`config.mk`:
```
export PLATFORM = sky130hd
export DESIGN_NAME = mult_control
export DESIGN_NICKNAME = d
export VERILOG_FILES = /design/src/rtl/mult_pkg.sv /design/src/rtl/input_sync.sv /design/src/rtl/mult_control.sv
export SDC_FILE = /design/constraint.sdc
export NUM_CORES = 1
export LEC_CHECK = 0
export ABC_AREA = 1
export BUFFER_PORTS_ARGS = -buffer_cell sky130_fd_sc_hd__buf_4
export CORE_AREA = 2 2 39 41
export DETAILED_ROUTE_END_ITERATION = 10
export DIE_AREA = 0 0 41 43
export HOLD_SLACK_MARGIN = 0.15
export PLACE_DENSITY = 0.62
export SYNTH_ARGS = -nofsm -noshare
export SYNTH_HDL_FRONTEND = slang
export SYNTH_HIERARCHICAL = 1
export SYNTH_SLANG_ARGS = --single-unit
export TNS_END_PERCENT = 5
```
`constraint.sdc`:
```
create_clock -name Clk -period 3.4 [get_ports Clk]
set_clock_uncertainty 0.2 [all_clocks]
set_input_delay 0.34 -clock Clk [delete_from_list [all_inputs] [get_ports Clk]]
set_output_delay 0.34 -clock Clk [all_outputs]
set_load 0.02 [all_outputs]
```
`src/rtl/mult_pkg.sv`:
```
// mult_pkg: shared state encoding and default width for the multiplier sequencer
package mult_pkg;
    typedef enum logic [2:0] {IDLE, LOAD, WAITL, CLRA, ADD, SHIFT, HOLD} ctrl_state_t;
    localparam int MULT_N_BITS = 8;
endpackage

```
`src/rtl/input_sync.sv`:
```
// input_sync: multi-flop synchroniser for one asynchronous level input
module input_sync #(
    parameter int SYNC_STAGES = 2
) (
    input  logic Clk,
    input  logic Reset,
    input  logic d,
    output logic q
);
    logic [SYNC_STAGES-1:0] ff;
    // shift the raw level through the chain, cleared asynchronously
    always_ff @(posedge Clk or negedge Reset) begin
        if (!Reset) begin
            ff <= '0;
        end else begin
            ff[0] <= d;
            for (int i = 1; i < SYNC_STAGES; i++) ff[i] <= ff[i-1];
        end
    end
    assign q = ff[SYNC_STAGES-1];
endmodule

```
`src/rtl/mult_control.sv`:
```
// mult_control: sequencer issuing one-cycle strobes to the add-shift multiplier datapath
module mult_control
    import mult_pkg::*;
#(
    parameter int N_BITS      = MULT_N_BITS,
    parameter int SYNC_STAGES = 2
) (
    input  logic                      Clk,
    input  logic                      Reset,
    input  logic                      Run,
    input  logic                      ClearA_LoadB,
    input  logic                      M,
    output logic                      Clr_Ld,
    output logic                      Clear_A,
    output logic                      Add,
    output logic                      Sub,
    output logic                      Shift,
    output logic                      Busy,
    output logic                      Done,
    output logic [$clog2(N_BITS):0]   Count
);
    localparam int CW = $clog2(N_BITS) + 1;
    localparam logic [CW-1:0] LAST = CW'(N_BITS - 1);
    ctrl_state_t state, state_nx;
    logic run_s, ld_s, last;
    input_sync #(.SYNC_STAGES(SYNC_STAGES)) u_run_sync (
        .Clk   (Clk),
        .Reset (Reset),
        .d     (Run),
        .q     (run_s)
    );
    input_sync #(.SYNC_STAGES(SYNC_STAGES)) u_ld_sync (
        .Clk   (Clk),
        .Reset (Reset),
        .d     (ClearA_LoadB),
        .q     (ld_s)
    );
    // the final iteration subtracts because the multiplier MSB carries negative weight
    assign last = Count == LAST;
    // next-state: Run wins over load; WAITL and HOLD wait for release so one press acts once
    always_comb begin
        state_nx = state;
        case (state)
            IDLE:    state_nx = run_s ? CLRA : ld_s ? LOAD : IDLE;
            LOAD:    state_nx = WAITL;
            WAITL:   state_nx = ld_s ? WAITL : IDLE;
            CLRA:    state_nx = ADD;
            ADD:     state_nx = SHIFT;
            SHIFT:   state_nx = last ? HOLD : ADD;
            HOLD:    state_nx = run_s ? HOLD : IDLE;
            default: state_nx = IDLE;
        endcase
    end
    // state register and iteration counter; counter restarts on CLRA and stays at N_BITS in HOLD
    always_ff @(posedge Clk or negedge Reset) begin
        if (!Reset) begin
            state <= IDLE;
            Count <= '0;
        end else begin
            state <= state_nx;
            Count <= state == CLRA ? '0 : state == SHIFT ? Count + CW'(1) : Count;
        end
    end
    assign Clr_Ld  = state == LOAD;
    assign Clear_A = state == CLRA;
    assign Add     = state == ADD && M && !last;
    assign Sub     = state == ADD && M && last;
    assign Shift   = state == SHIFT;
    assign Busy    = state inside {CLRA, ADD, SHIFT};
    assign Done    = state == HOLD;
endmodule

```
==> flow_summary.toml, run 1 <==
[hold_path]
hp-class = "reg -> reg"
min_path_cells = 0

[status]
outcome = "finished clean"

[critical_path]
crit_arrival_ps = 1460
crit_start = "Count[0]"
rr_worst_depth = 5
worstPathMaxFanout = 6
reg2reg_from = "Count[0]"
crit_type = "reg -> out"
worstSetupStartpointType = "flip-flop"
r2r-end = "state[1]"
crit_end = "Add"
worstPathRequired_ps = 2860
r2r_slack_ps = 2080
crit_path_end_kind = "output port"

[detailed_routing]
wl_per_cell_um = 11.1
wl_mm = 1.08
via_count = 493
dr.pass1.iters = 4
drt-initial-drc-count = 12
drc = 0
via_per_inst = 5.03
ant_nets = 0

[sta]
hold_violations = 0
fin_crit_ps = 2000
rsz0062_at_grt = "false"
slew_viol_final = 0
slew_headroom_pct = 83.5
fmax_mhz = 500
setup_viol_count_final = 0
fin_ws_ps = 1400
worst_pin_slew_ps = 247
finalCritPeriodShare_pct = 58.8
finalSetupTns_ps = 0
hold_slack_ps = 150

[synth]
synthTopCellsByCount = "nand2_1, dfrtp_1, nand3_1, inv_2"
yosysWarnings = 6
ys_async_sr_fraction_pct = 100
synthCells = 60
synth_edf_count = 0
yosys-top-cells-area = "dfrtp_1, nand2_1, nand3_1"
synth_seq_cells = 11
netlist.area_leader.share_pct = 53.1
syn_area_per_cell_um2 = 8.63
yosysMostFrequentCell = "nand2_1"
syn_nets = 66
yosysUniqueCellTypes = 16
synthFlopType = "dfrtp_1"
ys_seq_area_share_pct = 53.1
synth_largest_area_cell = "dfrtp_1"
syn_area_um2 = 518

[place]
io_buffer_count = 15
place_congestion = 0.829
placed_cell_area_um2 = 651
hpwl_um = 777
place_ws_ps = 1710

[clock_tree]
clock_sinks = 11
cts_root_buf = "clkbuf_4"
clkLatencyLatePin_ps = 260
cts_tree = "built"
clock_path_buffers = 2
cts.htree.levels = 1
clk_pin_slew_ps = 70
post_cts_resized = 0
post-cts-setup-buffer-count = 0
cts_buffers = 3

[finish]
area.growth.synth_to_final_pct = 36.7
post-route-util_pct = 51.2
multiInputGateArea_um2 = 216
drive_gt1_share_pct = 35.4
nets = 89
n_antenna_cell = 0
stdcell_area_um2 = 708
fill_cells = 133
seq_area_um2 = 275

[floorplan]
dieHeight_um = 43
dieArea_um2 = 1760
io_pins = 16
row_count = 14
die_w_um = 41
start_util_pct = 37.4
coreArea_um2 = 1380

[grt]
grt_pass1_wl_mm = 1.88
grt.overflow.total = 0
grt_pass1_vias = 441
antenna_found_initial = 0
track_usage_pct = 16.1
grt_max_degree = 12

[pwr]
vdd_drop_max_uv = 370
p_leak_nw = 0.375
p_per_area_nw_per_um2 = 847

[job]
maxCapViolations = 0
flip-flops by register name, summed over array words and instances (netlist names):
register,cells
Count,4
u_run_sync/ff,2
state,3
u_ld_sync/ff,2
layer usage:
| layer | up-vias | wire length [um] | GRT usage, % |
|---|---|---|---|
| met5 | - | 0 | 0 |
| met4 | 0 | 14 | 8.00 |
| met3 | 4 | 66 | 4.71 |
| met2 | 18 | 565 | 22.5 |
| met1 | 230 | 436 | 21.9 |
| li1 | 241 | - | - |
critical path, cell delays in order (launching register included):
cell and delay (ps):
dfrtp_1 440, ha_1 250, nand3_1 130, nor3b_1 210, buf_4 170
where the power goes:
part | internal [W] | switching (W)
Sequential | 0.000167 | 0.0000566
Clock | 0.0000435 | 0.0000452
Combinational | 0.000117 | 0.000170
cell families (layout without fill, tap and decap cells):
logic type | count (synthesis) | in the layout | synth area share, %
AND/OR/NAND/NOR | 38 | 38 | 35.7
flip-flops | 11 | 11 | 53.1
AO/OA/AOI/OAI | 2 | 2 | 1.93
buffers and inverters | 7 | 29 | 5.07
XOR/XNOR | 1 | 1 | 1.69
adder cells (fa/ha/maj) | 1 | 1 | 2.42
stage by stage:
step                power [W]  std cells
finish               0.000600         98
global placement     0.000512         91
CTS                  0.000607         98
global route         0.000654         98
detailed placement   0.000513         91
floorplan            0.000407         60
final cells by class:
| cell class | count | area share (%) |
|---|---|---|
| sequential | 11 | 38.9 |
| multi-input combinational | 42 | 30.6 |
| timing repair buffer | 18 | 20.1 |
| inverter | 7 | 3.71 |
| clock buffer | 3 | 3.18 |
| tap | 16 | 2.83 |
| clock inverter | 1 | 0.707 |
worst min-delay path by stage:
stage | startpoint | endpoint | slack, ps
2_1_floorplan | Reset | Count[0] | -160
3_3_place_gp | Reset | u_ld_sync/ff[0] | -20
3_5_place_dp | Reset | u_ld_sync/ff[0] | -20
4_1_cts | u_run_sync/ff[0] | u_run_sync/ff[1] | 150
5_1_grt | u_ld_sync/ff[0] | u_ld_sync/ff[1] | 170
6_report | u_run_sync/ff[0] | u_run_sync/ff[1] | 150
cells in the final DEF, fill, tap and decap left out:
master	netlist	final
nand2_2	2	2
o21ai_0	1	1
buf_4	0	15
clkbuf_4	0	3
ha_1	1	1
inv_2	4	4
inv_1	3	3
clkinv_2	0	1
nor2_2	3	3
nor3_1	2	2
nand4_1	2	2
dfrtp_1	11	11
o21ai_1	1	1
nor2_1	2	2
nand3_2	1	1
dlygate4sd3_1	0	3
xnor2_1	1	1
nand2_1	15	15
nor3b_1	1	1
nand3_1	10	10
what timing repair did:
action / 4_1_cts / 5_1_grt
hold buffers: 3 / 0
setup endpoints to repair: 0 / 0
hold endpoints to repair: 13 / 0
No activity file was read; power rests on OpenSTA's default activity.
==> run 2: changes to the inputs <==
--- a/config.mk
+++ b/config.mk
@@ -5,13 +5,13 @@
 export SDC_FILE = /design/constraint.sdc
 export NUM_CORES = 1
 export LEC_CHECK = 0
-export ABC_AREA = 1
+export ABC_AREA = 0
 export BUFFER_PORTS_ARGS = -buffer_cell sky130_fd_sc_hd__buf_4
 export CORE_AREA = 2 2 39 41
 export DETAILED_ROUTE_END_ITERATION = 10
 export DIE_AREA = 0 0 41 43
 export HOLD_SLACK_MARGIN = 0.15
-export PLACE_DENSITY = 0.62
+export PLACE_DENSITY = 0.63
 export SYNTH_ARGS = -nofsm -noshare
 export SYNTH_HDL_FRONTEND = slang
 export SYNTH_HIERARCHICAL = 1
==> constraint.sdc (replaced) <==
create_clock -name Clk -period 1.98 [get_ports Clk]
set_clock_uncertainty 0.2 [all_clocks]
set_input_delay 0.198 -clock Clk [delete_from_list [all_inputs] [get_ports Clk]]
set_output_delay 0.198 -clock Clk [all_outputs]
set_load 0.02 [all_outputs]
==> flow_summary.toml, run 2 <==
[status]
outcome = "finished clean"

[clock_tree]
clock_sinks = 11
clkLatencyLatePin_ps = 260
clock_path_buffers = 2
cts_buffers = 3
cts_tree = "built"
cts.htree.levels = 1
cts_root_buf = "clkbuf_4"
clk_pin_slew_ps = 60

[detailed_routing]
dr.pass1.iters = 4
drt-initial-drc-count = 6
wl_met3_um = 40
wl_um = 990
wl_met1_um = 416
ant_nets = 0
routed.top_layer = "met3"
drc = 0
wl_per_cell_um = 11.5
met2_length_um = 533
via_count = 401
via_per_inst = 4.66

[grt]
antenna_found_initial = 0
grt_pass1_wl_mm = 1.62
track_usage_pct = 13.7
grt_pass1_vias = 388
grt.overflow.total = 0
grt_max_degree = 12

[hold_path]
holdPathEnd = "u_run_sync/ff[1]"
hp-class = "reg -> reg"
hold_start = "u_run_sync/ff[0]"
min_path_cells = 0

[critical_path]
max_stage_delay_ps = 540
worstPathRequired_ps = 1580
crit_type = "reg -> out"
r2r-end = "Count[2]"
worstPathMaxFanout = 9
crit_buf_inv = 1
cp_slowest_cell = "or4b_4"
crit_chain = "or4b_4 -> nor2b_2 -> buf_4"
r2r_slack_ps = 530
crit_path_end_kind = "output port"
crit_family = "simple AND/OR/NAND/NOR gates"
rr_worst_depth = 4
reg2reg_from = "state[2]"
crit_arrival_ps = 1520
worstSetupStartpointType = "flip-flop"

[synth]
synthTopCellsByCount = "dfrtp_1, inv_2, nor2_1, nor3b_1"
synth_largest_area_cell = "dfrtp_1"
yosysWarnings = 6
syn_area_um2 = 522
syn_nets = 51
synth_edf_count = 0
ys_seq_area_share_pct = 52.8
synthCells = 45
ys_async_sr_fraction_pct = 100
yosysUniqueCellTypes = 25
synthFlopType = "dfrtp_1"
syn_area_per_cell_um2 = 11.6
yosysMostFrequentCell = "dfrtp_1"
synth_seq_cells = 11
yosys-top-cells-area = "dfrtp_1, nor3b_1, nand3b_4"
netlist.area_leader.share_pct = 52.8

[finish]
largest_register_ffs = 4
reg_top3 = "Count (4), state (3)"
fill_cells = 124
area.growth.synth_to_final_pct = 41.2
layout_common_cells = "buf_4, dfrtp_1, dlygate4sd3_1"
drive_gt1_share_pct = 44.3
final_cells = 86
post-route-util_pct = 53.3
nets = 77
n_antenna_cell = 0
final_common_cell = "buf_4"
top_register = "Count"

[pwr]
p_leak_nw = 0.391
vdd_drop_max_uv = 539
p_per_area_nw_per_um2 = 1280

[sta]
setup_viol_count_final = 0
hold_violations = 0
hold_slack_ps = 149
finalCritPeriodShare_pct = 96.9
rsz0062_at_grt = "false"
slew_viol_final = 0
fmax_mhz = 521
fin_crit_ps = 1920
worst_pin_slew_ps = 474
slew_headroom_pct = 68.3
finalSetupTns_ps = 0

[place]
place_congestion = 0.804
dp_cells = 75
hpwl_um = 734
io_buffer_count = 15

[job]
maxCapViolations = 0

[floorplan]
dieArea_um2 = 1760
row_count = 14
coreArea_um2 = 1380
die_w_um = 41
start_util_pct = 37.7
io_pins = 16
dieHeight_um = 43
==> run 2: area by class of cell <==
type / count / area [um2] / share of cell area (%)
Timing Repair Buffer: 23 / 183 / 24.8
Tap cell: 16 / 20.0 / 2.72
Clock buffer: 4 / 26.3 / 3.57
Inverter: 3 / 11.3 / 1.53
Multi-Input combinational cell: 29 / 219 / 29.7
Sequential cell: 11 / 278 / 37.7
==> run 2: worst max-delay path by stage <==
stage,to,cells after the start,start
floorplan,Sub,3,state[1]
global placement,Add,4,state[2]
detailed placement,Add,4,state[2]
CTS,Add,3,state[1]
global route,Add,3,state[1]
finish,Add,3,state[1]
==> run 2: kinds of logic (layout without fill, tap and decap cells) <==
family                   Yosys count  in the layout  share of synthesized area, %
adder cells (fa/ha/maj)            1              1                          2.40
flip-flops                        11             11                          52.8
AND/OR/NAND/NOR                   19             19                          26.4
buffers and inverters              5             30                          5.27
AO/OA/AOI/OAI                      7              7                          9.11
multiplexers                       2              2                          4.08
==> run 2: routing by layer <==
layer  up-vias  global-route usage (%)
li1        211                       -
met5         -                       0
met1       183                    16.9
met2         7                    21.6
met3         0                       0
met4         0                    10.0
==> run 2: through the flow <==
step,worst slack [ps],total power [W],instance area (um2)
floorplan,270,0.000623,522
global placement,308,0.000750,646
detailed placement,260,0.000759,646
CTS,15.2,0.000917,713
global route,4.62,0.00102,737
finish,60.8,0.000944,737
==> run 2: what timing repair did <==
action,in CTS,in global routing
setup endpoints to repair,2,2
buffers inserted,0,3
gates resized for setup,1,1
hold buffers,4,0
hold endpoints to repair,13,0
==> run 2: power by group <==
group          internal [W]  switching, W  leakage [nW]
combinational      0.000222      0.000220         0.240
clock             0.0000777     0.0000664        0.0150
sequential         0.000282     0.0000762         0.136
==> run 2: worst register-to-register path, cell delays in order (launching register included) <==
cell,delay (ps)
dfrtp_2,460
nand3b_2,270
inv_2,80
nor2_1,50
a211o_1,280
==> run 3: changes to the inputs <==
--- a/config.mk
+++ b/config.mk
@@ -12,6 +12,7 @@
 export DIE_AREA = 0 0 41 43
 export HOLD_SLACK_MARGIN = 0.15
 export PLACE_DENSITY = 0.63
+export SETUP_SLACK_MARGIN = 0.5
 export SYNTH_ARGS = -nofsm -noshare
 export SYNTH_HDL_FRONTEND = slang
 export SYNTH_HIERARCHICAL = 1
==> flow_summary.toml, run 3 (synthesis results as in run 2) <==
[floorplan]
die_w_um = 41
coreArea_um2 = 1380
start_util_pct = 37.7
io_pins = 16
dieHeight_um = 43
dieArea_um2 = 1760
row_count = 14

[grt]
grt.overflow.total = 0
grt_max_degree = 12
track_usage_pct = 13.9
antenna_found_initial = 0
grt_pass1_vias = 383
grt_pass1_wl_mm = 1.61

[critical_path]
max_stage_delay_ps = 580
worstPathMaxFanout = 2
cp_slowest_cell = "or4b_4"
crit_family = "simple AND/OR/NAND/NOR gates"
crit_arrival_ps = 1490
rr_worst_depth = 4
crit_chain = "or4b_4 -> nor2b_4 -> buf_6"
crit_cells = 3
crit_buf_inv = 1
worstPathRequired_ps = 1580
worstSetupStartpointType = "flip-flop"
crit_type = "reg -> out"
crit_path_end_kind = "output port"

[job]
maxCapViolations = 0

[finish]
post-route-util_pct = 54.0
n_antenna_cell = 0
layout_common_cells = "buf_4, dfrtp_1, dlygate4sd3_1"
stdcell_area_um2 = 747
area.growth.synth_to_final_pct = 43.2
top_register = "Count"
nets = 76
final_cells = 85
final_common_cell = "buf_4"
largest_register_ffs = 4
drive_gt1_share_pct = 46.4
fill_cells = 128
reg_top3 = "Count (4), state (3)"

[clock_tree]
clk_pin_slew_ps = 70
cts_tree = "built"
clkLatencyLatePin_ps = 270
clock_sinks = 11
cts_buffers = 3
cts.htree.levels = 1
cts_root_buf = "clkbuf_4"
clock_path_buffers = 2

[sta]
setup_viol_count_final = 0
hold_violations = 0
rsz0062_at_grt = "true"
fmax_mhz = 528
worst_pin_slew_ps = 477
finalSetupTns_ps = 0
slew_headroom_pct = 68.1
fin_crit_ps = 1890
finalCritPeriodShare_pct = 95.6
slew_viol_final = 0

[pwr]
p_per_area_nw_per_um2 = 1280
p_seq_share_pct = 34.4
p_comb_share_pct = 49.8
vdd_drop_max_uv = 560
p_leak_nw = 0.396
internal-power_w = 0.000576
switching_share_pct = 39.6
clockPowerShare_pct = 15.8
switchingPower_w = 0.000378

[place]
place_congestion = 0.744
dp_cells = 75
hpwl_um = 703
io_buffer_count = 15
placed_cell_area_um2 = 659

[status]
outcome = "finished clean"

[detailed_routing]
drc = 0
dr.pass1.iters = 3
via_per_inst = 4.92
via_count = 418
ant_nets = 0
wl_mm = 1.02
wl_per_cell_um = 12.0
drt-initial-drc-count = 8

[hold_path]
hp-class = "reg -> reg"
min_path_cells = 0
==> run 3: cell count changes in the layout (fill, tap and decap cells not counted) <==
cell,before,now
buf_4,19,17
buf_6,0,1
clkbuf_1,1,0
clkinv_2,0,1
nor2_1,3,2
nor2_4,0,1
nor2b_2,1,0
nor2b_4,0,1
==> run 3: timing repair <==
action,in CTS,in global routing
endpoints found under the hold margin,13,0
hold buffers,4,0
setup buffers,2,0
pin swaps,1,1
gates resized for setup,2,0
setup endpoints to repair,9,22
==> run 3: through the flow <==
step	hold WS [ps]	worst slack (ps)	power (W)
6_report	150	87.3	0.000953
3_5_place_dp	-162	286	0.000766
5_1_grt	166	32.1	0.00102
2_1_floorplan	-298	374	0.000630
3_3_place_gp	-161	303	0.000755
4_1_cts	151	71.4	0.000963
==> run 3: layer usage <==
layer  vias up  global-route usage (%)  share of wire, %
met5         -                       0                 0
met4         0                    10.0               1.3
met3         2                    1.57               2.7
met2         9                    19.4                47
met1       200                    19.2                49
li1        207                       -                 -
==> run 3: power by group through the flow <==
stage	Combinational (W)	Clock [W]	Sequential, W
2_1_floorplan	0.000275	0	0.000355
3_3_place_gp	0.000394	0	0.000361
3_5_place_dp	0.000401	0	0.000365
4_1_cts	0.000479	0.000157	0.000327
5_1_grt	0.000512	0.000173	0.000337
6_report	0.000475	0.000150	0.000328
==> run 3: final timing paths <==
check / start / to / slack [ps]
setup / recovery: state[0] / Add / 90
hold / removal: u_ld_sync/ff[0] / u_ld_sync/ff[1] / 150
setup reg to reg: Count[0] / state[1] / 410
hold reg to reg: u_ld_sync/ff[0] / u_ld_sync/ff[1] / 150
max in group asynchronous: Reset / state[1] / 480
min in group asynchronous: Reset / Count[3] / 760
==> run 3: worst register-to-register path, stage by stage, from the launching register on <==
cell and delay [ps]:
dfrtp_1 420, ha_1 210, nand3b_1 180, and2_1 210, o31ai_1 240
==> run 3: area by class of cell <==
type                            instances  area [um2]  area share, %
Clock buffer                            3        22.5           3.02
Clock inverter                          1        5.00          0.670
Inverter                                3        11.3           1.51
Multi-Input combinational cell         29         231           31.0
Sequential cell                        11         278           37.2
Tap cell                               16        20.0           2.68
Timing Repair Buffer                   22         179           24.0
